### src/rtl/com_bus_pkg.sv
// Shared types and default sizing for the common-bus round-robin arbiter.
package com_bus_pkg;

  localparam int unsigned NumProcDef  = 8;
  localparam int unsigned NumSnoopDef = 4;

  typedef enum logic [1:0] {
    StIdle,
    StProc,
    StSnoop,
    StTurn
  } bus_state_e;

endpackage

### src/rtl/com_bus_rr_arbiter_rr_pick.sv
// Round-robin picker: first asserted request at or after i_ptr, as one-hot plus index.
module rr_pick #(
  parameter int unsigned N    = 8,
  parameter int unsigned IdxW = $clog2(N)
) (
  input  logic [N-1:0]    i_req,
  input  logic [IdxW-1:0] i_ptr,
  output logic [N-1:0]    o_gnt,
  output logic [IdxW-1:0] o_idx,
  output logic            o_valid
);

  logic [2*N-1:0] w_dbl;
  logic [N-1:0]   w_rot;
  logic [IdxW-1:0] w_off;
  logic [IdxW:0]   w_sum;

  // Bit k of w_rot is request (i_ptr + k) mod N.
  assign w_dbl = {i_req, i_req} >> i_ptr;
  assign w_rot = w_dbl[N-1:0];

  always_comb begin
    w_off   = '0;
    o_valid = 1'b0;
    for (int i = N - 1; i >= 0; i--) begin
      if (w_rot[i]) begin
        w_off   = IdxW'(i);
        o_valid = 1'b1;
      end
    end
  end

  assign w_sum = {1'b0, i_ptr} + {1'b0, w_off};
  assign o_idx = (w_sum >= (IdxW + 1)'(N)) ? IdxW'(w_sum - (IdxW + 1)'(N)) : w_sum[IdxW-1:0];

  always_comb begin
    o_gnt = '0;
    if (o_valid) o_gnt[o_idx] = 1'b1;
  end

endmodule

### src/rtl/com_bus_rr_arbiter.sv
// Common-bus arbiter: round-robin processor grants with nested snoop/memory grants.
// Optional watchdog enabled by defining COM_BUS_TIMEOUT_EN.
module com_bus_rr_arbiter
  import com_bus_pkg::*;
#(
  parameter int unsigned NUM_PROC       = NumProcDef,
  parameter int unsigned NUM_SNOOP      = NumSnoopDef,
  parameter int unsigned TIMEOUT_CYCLES = 1024
) (
  input  logic                        clk,
  input  logic                        rst,
  input  logic [NUM_PROC-1:0]         Com_Bus_Req_proc,
  output logic [NUM_PROC-1:0]         Com_Bus_Gnt_proc,
  input  logic [NUM_SNOOP-1:0]        Com_Bus_Req_snoop,
  output logic [NUM_SNOOP-1:0]        Com_Bus_Gnt_snoop,
  input  logic                        Mem_snoop_req,
  output logic                        Mem_snoop_gnt,
  output logic [$clog2(NUM_PROC)-1:0] Bus_owner,
  output logic                        Bus_busy,
  output logic                        Bus_timeout
);

  localparam int unsigned PW = $clog2(NUM_PROC);
  localparam int unsigned SW = $clog2(NUM_SNOOP);

  bus_state_e r_state, w_state_d;
  logic [NUM_PROC-1:0]  r_gnt_proc, w_gnt_proc_d;
  logic [NUM_SNOOP-1:0] r_gnt_snoop, w_gnt_snoop_d;
  logic                 r_gnt_mem, w_gnt_mem_d;
  logic [PW-1:0]        r_owner, w_owner_d;
  logic [PW-1:0]        r_rr_ptr, w_rr_ptr_d;
  logic [SW-1:0]        r_snoop_ptr, w_snoop_ptr_d;

  logic [NUM_PROC-1:0]  w_proc_onehot;
  logic [PW-1:0]        w_proc_idx;
  logic                 w_proc_valid;
  logic [NUM_SNOOP-1:0] w_snoop_onehot;
  logic [SW-1:0]        w_snoop_idx;
  logic                 w_snoop_valid;

  logic w_owner_req;
  logic w_any_snoop;
  logic w_snoop_held;

  rr_pick #(
    .N    (NUM_PROC),
    .IdxW (PW)
  ) u_proc_pick (
    .i_req   (Com_Bus_Req_proc),
    .i_ptr   (r_rr_ptr),
    .o_gnt   (w_proc_onehot),
    .o_idx   (w_proc_idx),
    .o_valid (w_proc_valid)
  );

  rr_pick #(
    .N    (NUM_SNOOP),
    .IdxW (SW)
  ) u_snoop_pick (
    .i_req   (Com_Bus_Req_snoop),
    .i_ptr   (r_snoop_ptr),
    .o_gnt   (w_snoop_onehot),
    .o_idx   (w_snoop_idx),
    .o_valid (w_snoop_valid)
  );

  assign w_owner_req  = |(Com_Bus_Req_proc & r_gnt_proc);
  assign w_any_snoop  = (|Com_Bus_Req_snoop) | Mem_snoop_req;
  assign w_snoop_held = (|(Com_Bus_Req_snoop & r_gnt_snoop)) | (Mem_snoop_req & r_gnt_mem);

`ifdef COM_BUS_TIMEOUT_EN
  localparam logic [15:0] TimeoutLimit = 16'(TIMEOUT_CYCLES);
  logic [15:0] r_wdog, w_wdog_d;
  logic        r_timeout, w_timeout_d;
  logic        w_gnt_change;
`endif

  always_comb begin
    w_state_d     = r_state;
    w_gnt_proc_d  = r_gnt_proc;
    w_gnt_snoop_d = r_gnt_snoop;
    w_gnt_mem_d   = r_gnt_mem;
    w_owner_d     = r_owner;
    w_rr_ptr_d    = r_rr_ptr;
    w_snoop_ptr_d = r_snoop_ptr;

    unique case (r_state)
      StIdle: begin
        if (w_proc_valid) begin
          w_gnt_proc_d = w_proc_onehot;
          w_owner_d    = w_proc_idx;
          w_rr_ptr_d   = (w_proc_idx == PW'(NUM_PROC - 1)) ? '0 : w_proc_idx + 1'b1;
          w_state_d    = StProc;
        end
      end
      StProc: begin
        if (!w_owner_req) begin
          w_gnt_proc_d = '0;
          w_state_d    = StTurn;
        end else if (w_any_snoop) begin
          w_state_d = StSnoop;
          // Cache snoops take priority; memory only when none is pending.
          if (w_snoop_valid) begin
            w_gnt_snoop_d = w_snoop_onehot;
            w_snoop_ptr_d = (w_snoop_idx == SW'(NUM_SNOOP - 1)) ? '0 : w_snoop_idx + 1'b1;
          end else begin
            w_gnt_mem_d = 1'b1;
          end
        end
      end
      StSnoop: begin
        if (!w_snoop_held) begin
          w_gnt_snoop_d = '0;
          w_gnt_mem_d   = 1'b0;
          if (w_owner_req) begin
            w_state_d = StProc;
          end else begin
            w_gnt_proc_d = '0;
            w_state_d    = StTurn;
          end
        end
      end
      StTurn: begin
        w_gnt_proc_d  = '0;
        w_gnt_snoop_d = '0;
        w_gnt_mem_d   = 1'b0;
        w_state_d     = StIdle;
      end
      default: w_state_d = StIdle;
    endcase

`ifdef COM_BUS_TIMEOUT_EN
    w_timeout_d  = 1'b0;
    w_wdog_d     = r_wdog;
    w_gnt_change = (w_gnt_proc_d != r_gnt_proc) || (w_gnt_snoop_d != r_gnt_snoop) ||
                   (w_gnt_mem_d != r_gnt_mem);
    if (w_gnt_change) begin
      w_wdog_d = '0;
    end else if (r_state == StProc || r_state == StSnoop) begin
      if (r_wdog == TimeoutLimit - 16'd1) begin
        w_timeout_d   = 1'b1;
        w_wdog_d      = '0;
        w_gnt_proc_d  = '0;
        w_gnt_snoop_d = '0;
        w_gnt_mem_d   = 1'b0;
        w_state_d     = StTurn;
      end else begin
        w_wdog_d = r_wdog + 16'd1;
      end
    end
`endif
  end

  always_ff @(posedge clk or posedge rst) begin
    if (rst) begin
      r_state     <= StIdle;
      r_gnt_proc  <= '0;
      r_gnt_snoop <= '0;
      r_gnt_mem   <= 1'b0;
      r_owner     <= '0;
      r_rr_ptr    <= '0;
      r_snoop_ptr <= '0;
    end else begin
      r_state     <= w_state_d;
      r_gnt_proc  <= w_gnt_proc_d;
      r_gnt_snoop <= w_gnt_snoop_d;
      r_gnt_mem   <= w_gnt_mem_d;
      r_owner     <= w_owner_d;
      r_rr_ptr    <= w_rr_ptr_d;
      r_snoop_ptr <= w_snoop_ptr_d;
    end
  end

`ifdef COM_BUS_TIMEOUT_EN
  always_ff @(posedge clk or posedge rst) begin
    if (rst) begin
      r_wdog    <= '0;
      r_timeout <= 1'b0;
    end else begin
      r_wdog    <= w_wdog_d;
      r_timeout <= w_timeout_d;
    end
  end

  assign Bus_timeout = r_timeout;
`else
  assign Bus_timeout = 1'b0;
`endif

  assign Com_Bus_Gnt_proc  = r_gnt_proc;
  assign Com_Bus_Gnt_snoop = r_gnt_snoop;
  assign Mem_snoop_gnt     = r_gnt_mem;
  assign Bus_owner         = r_owner;
  assign Bus_busy          = |r_gnt_proc;

endmodule

### config.mk
export PLATFORM = sky130hd
export DESIGN_NAME = com_bus_rr_arbiter
export DESIGN_NICKNAME = d
export VERILOG_FILES = /design/src/rtl/com_bus_pkg.sv /design/src/rtl/com_bus_rr_arbiter_rr_pick.sv /design/src/rtl/com_bus_rr_arbiter.sv
export SDC_FILE = /design/constraint.sdc
export NUM_CORES = 1
export LEC_CHECK = 0
export BUFFER_PORTS_ARGS = -buffer_cell sky130_fd_sc_hd__buf_2
export CAP_MARGIN = 15
export CORE_MARGIN = 10
export CORE_UTILIZATION = 55
export CTS_BUF_LIST = sky130_fd_sc_hd__clkbuf_16
export DETAILED_ROUTE_END_ITERATION = 8
export PLACE_DENSITY = 0.78
export SETUP_SLACK_MARGIN = 0.3
export SYNTH_ARGS = -nofsm -noshare
export SYNTH_HDL_FRONTEND = slang
export SYNTH_SLANG_ARGS = --single-unit
### constraint.sdc
create_clock -name clk -period 3.9 [get_ports clk]
set_input_delay 0.585 -clock clk [delete_from_list [all_inputs] [get_ports clk]]
set_output_delay 0.585 -clock clk [all_outputs]
set_load 0.05 [all_outputs]
## Yosys cells after proc, flatten, opt, wreduce, memory -nomap -nowiden

Index checks and enable logic that the tools add are counted.

- Bits in registers: 23
- Input bits: 15
- Output and inout bits: 18

- $add $sub $neg: 6
- $lt $le $gt $ge: 6
- Eq/ne operators: 12
- Shift operators: 2
- Muxes and demuxes: 52
- Bitwise operators: 5
- Reduce and logical (&&, ||, !) cells: 14

Operators by type and width:

| operator | count |
|---|---|
| case mux 8 bit (4 select lines) | 1 |
| two-way mux 3 bit | 10 |
| two-way mux 8 bit | 3 |
| two-way mux 2 bit | 11 |
| two-way mux 1 bit | 18 |
| two-way mux 4 bit | 4 |
| OR reduction 8 bit | 2 |
| >> shifter 16 x 3 -> 8 bit | 1 |
| case mux 4 bit (3 select lines) | 1 |
| AND reduction 5 bit | 2 |
| bitwise AND 8 bit | 1 |
| inequality test 2 bit, second input constant | 4 |
| case mux 2 bit (4 select lines) | 1 |
| OR reduction 4 bit | 2 |
| >> shifter 8 x 2 -> 4 bit | 1 |
| == test 2 bit, second input constant | 3 |
| adder 3 x 3 -> 4 bit | 1 |
| bitwise AND 4 bit | 1 |
| greater-or-equal comparator 4 bit, second input constant | 1 |
| < comparator 3 x 4 -> 1 bit, second input constant | 1 |
| inequality test 2 x 1 -> 1 bit, second input constant | 2 |
| AND reduction 2 bit | 2 |
| AND reduction 4 bit | 1 |
| adder 2 x 2 -> 3 bit | 1 |
| other kinds (20) | 22 |

## Logic depth before layout (Yosys ltp)

Gate-level depths: netlist of run 1.

- Depth in word-level cells: 18
- Depth in mapped cells: 14
- Mapped depth without buffers: 13

## Cells and area by module

From an unflattened synthesis of run 1, not the netlist that was laid out.

- Cell total of the unflattened synthesis: 278
- Area, all modules: 2498.6 um^2

Modules (own cells, without submodules):

| module | times used | cells an instance | area each (um^2) |
|---|---|---|---|
| com_bus_rr_arbiter | 1 | 117 | 1266.2 |
| rr_pick at u_proc_pick | 1 | 118 | 893.4 |
| rr_pick at u_snoop_pick | 1 | 43 | 339.1 |

## Worst setup path before layout of run 1

OpenSTA, ideal clock, no wires.

- Kind: input port to flip-flop
- Start point: input port Com_Bus_Req_proc[3]
- End point: register r_rr_ptr[2]
- Data arrival time: 3.382 ns
- Data required time: 3.812 ns
- Path slack: 0.430 ns
- Stages: 14
- Path buffers: 1
- Cells stage by stage: clkbuf_1 > mux4_2 > nand2b_1 > a21oi_1 > o21bai_1 > maj3_1 > o32ai_1 > ha_1 > fa_1 > ha_1 > xnor2_1 > a21oi_1 > a21o_1 > a22oi_1

- Cells in the longest elaborated chain, start to end: 14
- Elaborated cells on any way between the ends: 25
- Classes of those cells: 3 x add/sub; 1 x order compare; 1 x eq/ne; 1 x shift; 18 x mux; 1 x reduce/logical

RTL lines:

| element | RTL line | RTL |
|---|---|---|
| from (decl) | com_bus_rr_arbiter.sv:12 | `input logic [NUM_PROC-1:0] Com_Bus_Req_proc,` |
| >> shifter 16 x 3 -> 8 bit * | com_bus_rr_arbiter_rr_pick.sv:19 | `assign w_dbl = {i_req, i_req} >> i_ptr;` |
| two-way mux 3 bit (7 in a row) | com_bus_rr_arbiter_rr_pick.sv:26 | `if (w_rot[i]) begin` |
| two-way mux 3 bit * | com_bus_rr_arbiter_rr_pick.sv:26 |  |
| adder 3 x 3 -> 4 bit * | com_bus_rr_arbiter_rr_pick.sv:33 | `assign w_sum = {1'b0, i_ptr} + {1'b0, w_off};` |
| greater-or-equal comparator 4 bit or subtractor 3 x 1 -> 3 bit (tied branches) | com_bus_rr_arbiter_rr_pick.sv:34 | `assign o_idx = (w_sum >= (IdxW + 1)'(N)) ? IdxW'(w_sum - (IdxW + 1)'(N)) : w_sum[IdxW-1:0];` |
| two-way mux 3 bit * | com_bus_rr_arbiter_rr_pick.sv:34 |  |
| via u_proc_pick.o_idx[1] | com_bus_rr_arbiter_rr_pick.sv:9 | `output logic [IdxW-1:0] o_idx,` |
| adder 3 x 1 -> 3 bit or == test 3 bit (tied branches) | com_bus_rr_arbiter.sv:92 | `w_rr_ptr_d = (w_proc_idx == PW'(NUM_PROC - 1)) ? '0 : w_proc_idx + 1'b1;` |
| two-way mux 3 bit * | com_bus_rr_arbiter.sv:92 |  |
| to (signal assigned) | com_bus_rr_arbiter.sv:169 | `r_rr_ptr <= w_rr_ptr_d;` |
| to (decl) | com_bus_rr_arbiter.sv:31 | `logic [PW-1:0] r_rr_ptr, w_rr_ptr_d;` |

The timed path passes the listed nets; every way through them passes the cells marked *.
A chain may end at the register's enable or synchronous reset.

## Worst setup path after layout of run 1

- Start point: input port Com_Bus_Req_proc[5]
- End point: register r_rr_ptr[2]

The elaborated chain is that of the path after synthesis.

==> impl_metrics.py, run 1 <==
metrics = {
    "timing": {
        "worst-slew-pin-transition_ps": 925,
        "relSlewSlack": 0.383,
        "max_freq_mhz": 293,
        "tns_ps": 0,
        "finalSetupViolCount": 0,
        "fin_crit_ps": 3410,
        "rsz0062_at_grt": "no",
        "hold_viol_final": 0,
        "skew_ps": 4.33,
        "slew_viol_final": 0,
        "fin_crit_sh": 0.875,
    },
    "worst_setup_path": {
        "path_class": "input port to flip-flop",
        "crit_required_ps": 4080,
        "cp-end-kind": "flip-flop",
        "crit_arrival_ps": 3590,
        "cp-start-kind": "input port",
        "path_max_fanout": 9,
    },
    "global_route": {
        "met2_usage": 0.281,
        "first_global_vias": 1837,
        "grt_util_met1": 0.198,
        "grt_pass1_wl_um": 8870,
        "overflow": 0,
        "grt_max_degree": 24,
        "grt_usage": 0.160,
        "grt_busiest_layer": "met2",
        "antenna_found_initial": 0,
        "use_met3": 0.0302,
    },
    "route": {
        "post_drt_wl_per_cell_um": 17.6,
        "drt-initial-drc-count": 105,
        "route.vias.total": 1932,
        "via_per_inst": 6.33,
        "drt_wl_total_um": 5350,
        "drcViolationCount": 0,
        "first_pass_iters": 4,
        "drtAntennaViolNets": 0,
    },
    "logic_synthesis": {
        "synth_seq_cells": 23,
        "synthDistinctLibCells": 59,
        "yosys_warnings": 0,
        "syn_inst": 238,
        "synth_edf_count": 0,
        "synth_fp_nets": 265,
        "synth.avg_cell_area_um2": 9.08,
        "yosysSeqAreaShare": 0.266,
        "ys.flop_type": "dfrtp_1",
        "async_flop_share": 1.00,
        "syn_area_mm2": 0.00216,
    },
    "clock_tree": {
        "clk_pin_slew_ps": 60,
        "tritoncts": "yes",
        "clkSinkCount": 23,
        "root_buffer": "clkbuf_16",
        "clkLatencyLatePin_ps": 260,
        "cts-buffers-inserted": 3,
        "htreeDepth": 1,
        "cts_buffer_depth": 2,
        "postCtsSetupBuffers": 0,
    },
    "job": {
        "max_cap_viol_count": 0,
    },
    "hold_path": {
        "hold_path_class": "flip-flop to flip-flop",
    },
    "placement": {
        "hpwl_um": 4060,
        "gp_congestion": 0.920,
        "port_buffers": 31,
    },
    "layout": {
        "diodes": 0,
        "layout.cells.most_common": "buf_2",
        "drive_gt1_frac": 0.249,
        "area_growth_pct": 9.90,
        "layout_common_cells": "31 x buf_2, 22 x dfrtp_1, 22 x nand2_1",
        "nets": 285,
        "fin_util": 0.634,
    },
    "floorplanning": {
        "coreArea_mm2": 0.00374,
        "ios": 33,
        "dieHeight_um": 82.7,
        "dieArea_mm2": 0.00684,
        "start_util": 0.577,
        "num_rows": 22,
        "die_w_um": 82.7,
    },
    "status": {
        "status": "completed",
    },
}
stage by stage:
| step | cells | area [um2] | hold slack (ps) | worst slack, ps |
|---|---|---|---|---|
| final | 305 | 2370 | 484 | 488 |
| after global routing | 305 | 2370 | 519 | 327 |
| after CTS | 305 | 2350 | 487 | 375 |
| after detailed placement | 301 | 2270 | 472 | 188 |
| after global placement | 301 | 2270 | 466 | 261 |
| after floorplan | 238 | 2160 | 506 | 430 |
critical path: stages:
cell and delay [ps]:
buf_2 150, mux4_2 500, nand2b_1 180, a21oi_1 130, o21bai_1 90, maj3_1 340, o32ai_2 160, ha_2 230
fa_1 460, ha_2 230, xnor2_2 180, a21oi_1 60, a21o_1 170, a22oi_1 130
metal layers:
metal | part of all wire | vias up
li1 | - | 913
met1 | 0.41 | 935
met2 | 0.51 | 73
met3 | 0.063 | 11
met4 | 0.012 | 0
met5 | 0 | -
registers in the layout, summed over array words and instances (netlist names):
register,count
Com_Bus_Gnt_snoop,4
r_snoop_ptr,2
Bus_owner,3
r_state,2
Mem_snoop_gnt,1
Com_Bus_Gnt_proc,8
r_rr_ptr,3
repair_timing:
| action | CTS | global route |
|---|---|---|
| hold buffers | 0 | 0 |
| hold endpoints to repair | 0 | 0 |
| gates resized for setup | 0 | 5 |
| endpoints found under the setup margin | 0 | 1 |
synthesized netlist by cell type, types with 4 or more instances:
cell type | count | area share
dfrtp_1 | 23 | 0.27
nand2_1 | 22 | 0.038
nor3_1 | 20 | 0.046
inv_1 | 17 | 0.030
o21ai_1 | 12 | 0.028
ha_1 | 11 | 0.064
nor2_1 | 10 | 0.017
clkbuf_1 | 9 | 0.016
nor3b_1 | 8 | 0.028
nor4_1 | 8 | 0.023
a22oi_1 | 7 | 0.024
mux4_2 | 7 | 0.073
mux2i_1 | 6 | 0.028
o21ai_0 | 6 | 0.014
buf_6 | 5 | 0.026
a21oi_1 | 4 | 0.0093
nand2b_1 | 4 | 0.012
logic make-up (layout without fill, tap and decap cells):
family / Yosys count / count (layout) / synth area share
simple gates: 91 / 91 / 0.232
compound gates: 52 / 52 / 0.170
buf+inv: 36 / 55 / 0.0886
flops: 23 / 23 / 0.266
mux: 16 / 16 / 0.123
fa+ha+maj: 13 / 13 / 0.0776
xor+xnor: 6 / 6 / 0.0400
other cells: 1 / 1 / 0.00174
layout make-up:
class	instances	area, um2
clock inverters	1	7.51
repair buffers	34	178
inverters	17	63.8
flip-flops and latches	23	577
clock buffers	3	75.1
fillers	324	1370
well taps	48	60.1
multi-input cells	179	1410
worst paths after layout:
kind / to / depth (start not counted) / start / slack (ps)
worst max-delay path: r_rr_ptr[2] / 14 / Com_Bus_Req_proc[5] / 490
max in group asynchronous: r_rr_ptr[1] / 2 / rst / 2760
worst max register to register: r_rr_ptr[2] / 12 / r_rr_ptr[0] / 520
worst min register to register: Bus_owner[1] / 2 / Bus_owner[1] / 480
min in group asynchronous: Bus_owner[2] / 2 / rst / 520
worst min-delay path: Bus_owner[1] / 2 / Bus_owner[1] / 480
Power of run 1 is not shown: default switching activity piles up to over one toggle a cycle in this logic, so the estimate is an artifact.
==> run 2, diff against run 1 <==
- ABC_AREA: not set -> 1
- CTS_CLUSTER_DIAMETER: not set -> 80
==> run 2 against run 1 <==
Critical path depth rose by 2. Via count rose by 2.3%. Global-route usage fell by 0.15 points. Sequential cell count did not move. Routed wire length fell by 7.3%. Core utilization fell by 0.11 points. Non-clock buffer count fell by 3.
==> impl_metrics.py, run 2 <==
metrics = {
    "layout": {
        "layout_common_cells": "111 x nand2_1, 31 x buf_2, 29 x nand3_1",
        "layout.cells.most_common": "nand2_1",
        "diodes": 0,
        "drive_gt1_frac": 0.228,
        "area_growth_pct": 11.9,
        "n_fill_cell": 360,
        "nets": 353,
        "largest_reg_flops": 8,
    },
    "placement": {
        "port_buffers": 31,
        "hpwl_um": 4010,
        "gp_congestion": 0.867,
    },
    "logic_synthesis": {
        "netlist_top_cells_count": "111 x nand2_1, 29 x nand3_1, 25 x inv_1",
        "async_flop_share": 1.00,
        "yosysSeqAreaShare": 0.280,
        "syn_area_mm2": 0.00206,
        "ys.flop_type": "dfrtp_1",
        "syn_inst": 297,
        "synth_seq_cells": 23,
        "synth_edf_count": 0,
        "synth.avg_cell_area_um2": 6.92,
        "yosysTopAreaCell": "dfrtp_1",
        "synthDistinctLibCells": 32,
        "synth_fp_nets": 324,
        "yosysMostFrequentCell": "nand2_1",
        "synth_top_cells_by_area": "dfrtp_1 28%, nand2_1 20%, nand3_1 7.1%",
        "synth_top_area_frac": 0.280,
        "yosys_warnings": 0,
    },
    "global_route": {
        "grt_max_degree": 24,
        "first_global_vias": 1942,
        "antenna_found_initial": 0,
        "grt_pass1_wl_um": 8550,
        "grt_usage": 0.158,
        "overflow": 0,
    },
    "worst_setup_path": {
        "path_common_cell": "nand2_1",
        "cp-end-kind": "flip-flop",
        "critical_path.cell_chain": "inv_1 > nand3_1 > nand2_1 > a21oi_1 > o21ai_0 > nand2_1 > a21boi_0 > ha_1 > fa_1 > xor2_1 > inv_1 > nand3_4 > nand2_4 > nand2_2 > nand3_1 > nand2_1",
        "critPathBufInv": 2,
        "max_stage_delay_ps": 650,
        "crit_arrival_ps": 3210,
        "path_max_fanout": 16,
        "slowest_stage": "dfrtp_1",
        "cp_top_family": "simple AND/OR/NAND/NOR gates",
        "cp-start-kind": "flip-flop",
        "crit_required_ps": 4100,
        "path_class": "flip-flop to flip-flop",
    },
    "clock_tree": {
        "cts_resized": 0,
        "clkSinkCount": 23,
        "hold_buffers": 0,
        "root_buffer": "clkbuf_16",
        "cts-buffers-inserted": 3,
        "tritoncts": "yes",
        "cts_buffer_depth": 2,
        "postCtsSetupBuffers": 0,
        "htreeDepth": 1,
        "clk_pin_slew_ps": 60,
        "clkLatencyLatePin_ps": 260,
    },
    "timing": {
        "worst-slew-pin-transition_ps": 900,
        "finalSetupViolCount": 0,
        "fin_crit_ps": 3020,
        "tns_ps": 0,
        "relSlewSlack": 0.400,
        "slew_viol_final": 0,
        "rsz0062_at_grt": "no",
        "max_freq_mhz": 332,
        "skew_ps": 8.17,
        "hold_viol_final": 0,
        "fin_crit_sh": 0.773,
    },
    "route": {
        "drcViolationCount": 0,
        "drt_wl_total_um": 4960,
        "via_per_inst": 5.30,
        "first_pass_iters": 4,
        "drt-initial-drc-count": 91,
        "post_drt_wl_per_cell_um": 13.3,
        "drtAntennaViolNets": 0,
        "route.vias.total": 1977,
    },
    "floorplanning": {
        "die_w_um": 81.1,
        "num_rows": 22,
        "dieHeight_um": 81.1,
        "ios": 33,
        "dieArea_mm2": 0.00658,
        "start_util": 0.566,
        "coreArea_mm2": 0.00363,
    },
    "hold_path": {
        "hold_path_class": "flip-flop to flip-flop",
    },
    "job": {
        "max_cap_viol_count": 0,
    },
    "status": {
        "status": "completed",
    },
}
==> run 2: cell count changes in the layout (fill, tap and decap cells not counted), moves of 11 or more <==
cell,previous run,this run
nor3_1,20,1
o21ai_0,6,19
nand2_2,0,16
nand2_1,22,111
nand3_1,3,29
o21ai_1,12,1
==> run 2: worst reg2reg max path, cell delays in order (launching register included) <==
cell and delay, ps:
dfrtp_1 650, inv_1 290, nand3_1 150, nand2_1 80
a21oi_1 130, o21ai_0 80, nand2_1 70, a21boi_0 80
ha_1 200, fa_1 370, xor2_1 280, inv_1 130
nand3_4 130, nand2_4 80, nand2_2 80, nand3_1 100
nand2_1 80
==> run 2: area by class of cell <==
| class | instances | area, um2 | area share |
|---|---|---|---|
| Timing Repair Buffer | 31 | 155 | 0.0674 |
| Inverter | 28 | 113 | 0.0489 |
| Clock buffer | 3 | 75.1 | 0.0326 |
| Tap cell | 48 | 60.1 | 0.0261 |
| Sequential cell | 23 | 576 | 0.250 |
| Multi-Input combinational cell | 239 | 1320 | 0.572 |
| Clock inverter | 1 | 7.51 | 0.00326 |
==> run 2: cells by family after synthesis <==
group / Yosys count / synth area share
simple gates: 190 / 0.459
xor+xnor: 3 / 0.0128
buf+inv: 35 / 0.0803
other cells: 1 / 0.00182
fa+ha+maj: 12 / 0.0767
flops: 23 / 0.280
compound gates: 33 / 0.0895
==> run 2: final timing paths <==
kind,startpoint,to,slack (ps),depth (start not counted)
worst min register to register,Bus_owner[1],Bus_owner[1],480,2
worst min-delay path,Bus_owner[1],Bus_owner[1],480,2
worst max-delay path,r_rr_ptr[2],r_rr_ptr[2],880,16
min in group asynchronous,rst,r_snoop_ptr[1],510,2
worst max register to register,r_rr_ptr[2],r_rr_ptr[2],880,16
max in group asynchronous,rst,r_state[1],2830,2
==> run 2: routing by layer <==
layer	up-vias	global-route usage	part of all wire
li1	1011	-	-
met1	903	0.175	0.43
met2	46	0.271	0.48
met3	17	0.0430	0.053
met4	0	0.0882	0.034
met5	-	0	0
==> run 2: stage by stage <==
| step | util | std cells | hold WS [ps] | area (um2) | worst slack [ps] |
|---|---|---|---|---|---|
| after floorplan | - | 297 | 507 | 2060 | 1330 |
| after global placement | 0.611 | 369 | 468 | 2220 | 996 |
| after detailed placement | 0.611 | 369 | 478 | 2220 | 938 |
| after CTS | 0.633 | 373 | 496 | 2300 | 914 |
| after global routing | 0.633 | 373 | 525 | 2300 | 588 |
| final | 0.633 | 373 | 484 | 2300 | 884 |
Power of run 2 is left out for the same reason.
==> run 3, diff against run 2 <==
- clock period: 3.9 -> 3.15 ns (I/O delays scaled with it)
==> run 3 against run 2 <==
Core utilization grew 6.1 points. Fmax grew 9.1%. Global-route usage grew 0.40 points. Final cell count grew 2.9%. Non-clock buffer count grew 11. Worst hold slack lost 110 ps. Sequential share of layout area shrank 2.1 points. First-iteration DRC count grew 16%. Clock-buffer cell count is the same. Register-to-register slack lost 500 ps. Critical path type unchanged. Critical endpoint is now r_rr_ptr[1].
==> impl_metrics.py, run 3 (synthesized netlist as in run 2, its figures left out) <==
metrics = {
    "layout": {
        "n_fill_cell": 291,
        "area_growth_pct": 22.6,
        "layout_common_cells": "102 x nand2_1, 31 x buf_2, 24 x inv_1, 24 x nand2_2, 24 x nand3_1",
        "layout.cells.most_common": "nand2_1",
        "nets": 364,
        "drive_gt1_frac": 0.324,
        "largest_reg_flops": 8,
        "diodes": 0,
    },
    "floorplanning": {
        "dieArea_mm2": 0.00658,
        "die_w_um": 81.1,
        "ios": 33,
        "num_rows": 22,
        "dieHeight_um": 81.1,
        "start_util": 0.566,
        "coreArea_mm2": 0.00363,
    },
    "global_route": {
        "overflow": 0,
        "grt_usage": 0.162,
        "grt_max_degree": 24,
        "antenna_found_initial": 0,
        "first_global_vias": 1963,
        "grt_pass1_wl_um": 8640,
    },
    "timing": {
        "relSlewSlack": 0.429,
        "slew_viol_final": 0,
        "skew_ps": 6.17,
        "rsz0062_at_grt": "no",
        "max_freq_mhz": 362,
        "tns_ps": 0,
        "worst-slew-pin-transition_ps": 855,
        "hold_viol_final": 0,
        "finalSetupViolCount": 0,
        "fin_crit_ps": 2770,
        "fin_crit_sh": 0.878,
    },
    "clock_tree": {
        "root_buffer": "clkbuf_16",
        "clkLatencyLatePin_ps": 260,
        "clk_pin_slew_ps": 60,
        "clkSinkCount": 23,
        "cts-buffers-inserted": 3,
        "cts_buffer_depth": 2,
        "htreeDepth": 1,
        "hold_buffers": 0,
        "tritoncts": "yes",
    },
    "worst_setup_path": {
        "path_class": "flip-flop to flip-flop",
        "cp-end-kind": "flip-flop",
        "path_max_fanout": 5,
        "crit_required_ps": 3300,
        "cp-start-kind": "flip-flop",
        "crit_arrival_ps": 2910,
        "ff2ff_setup_slack_ps": 380,
    },
    "placement": {
        "port_buffers": 31,
        "hpwl_um": 3980,
        "gp_congestion": 0.851,
    },
    "hold_path": {
        "hold_path_class": "input port to async pin",
    },
    "status": {
        "status": "completed",
    },
    "route": {
        "drt-initial-drc-count": 106,
        "route.vias.total": 2087,
        "via_per_inst": 5.43,
        "drt_wl_total_um": 5480,
        "drtAntennaViolNets": 0,
        "first_pass_iters": 4,
        "drcViolationCount": 0,
        "post_drt_wl_per_cell_um": 14.3,
    },
    "job": {
        "max_cap_viol_count": 0,
    },
}
-- run 3: final timing paths --
kind	start	to	depth (start not counted)
min	rst	r_snoop_ptr[1]	2
min in group clk	Bus_owner[2]	Bus_owner[2]	2
max in group asynchronous	rst	r_rr_ptr[1]	2
min reg2reg	Bus_owner[2]	Bus_owner[2]	2
max reg2reg	r_rr_ptr[0]	r_rr_ptr[1]	18
max	r_rr_ptr[0]	r_rr_ptr[1]	18
-- run 3: layout make-up --
class	instances	area, um2	area share
Clock buffer	3	75.1	0.0298
Clock inverter	1	7.51	0.00298
Inverter	28	118	0.0467
Multi-Input combinational cell	239	1430	0.567
Sequential cell	23	578	0.229
Tap cell	48	60.1	0.0238
Timing Repair Buffer	42	254	0.101
-- run 3: what timing repair did --
action                                  in CTS  in global routing
pin swaps                                    0                  6
buffers inserted                             4                  6
gates resized for setup                      3                 33
endpoints found under the setup margin      12                 12
-- run 3: per-layer routing --
layer,up-vias,routed length (um),global-route usage
met2,72,2830,0.293
met5,-,0,0
met4,0,160,0.0796
met1,957,2180,0.176
li1,1039,-,-
met3,19,302,0.0342
-- run 3: per-stage QoR --
step | hold slack (ps) | setup WS, ps | instances | instance area, um2 | utilization
2_1_floorplan | 474 | 606 | 297 | 2060 | -
3_3_place_gp | 467 | 212 | 370 | 2230 | 0.613
3_5_place_dp | 467 | 109 | 370 | 2230 | 0.613
4_1_cts | 425 | 335 | 378 | 2350 | 0.646
5_1_grt | 480 | 191 | 384 | 2520 | 0.694
6_report | 376 | 385 | 384 | 2520 | 0.694
-- run 3: critical path: stages (launching register included) --
cell and delay (ps):
dfrtp_2 430, buf_4 170, nand2_2 90, nand3_2 100, nand3_1 130, nand2_2 80
a21oi_2 100, o21ai_1 60, nand2_1 60, a21boi_1 60, ha_2 200, fa_2 420
xor2_2 240, buf_6 150, nand2_8 70, nand2_8 100, nand2_4 50, nand3_1 60
nand2_1 50
Power of run 3 is left out for the same reason.
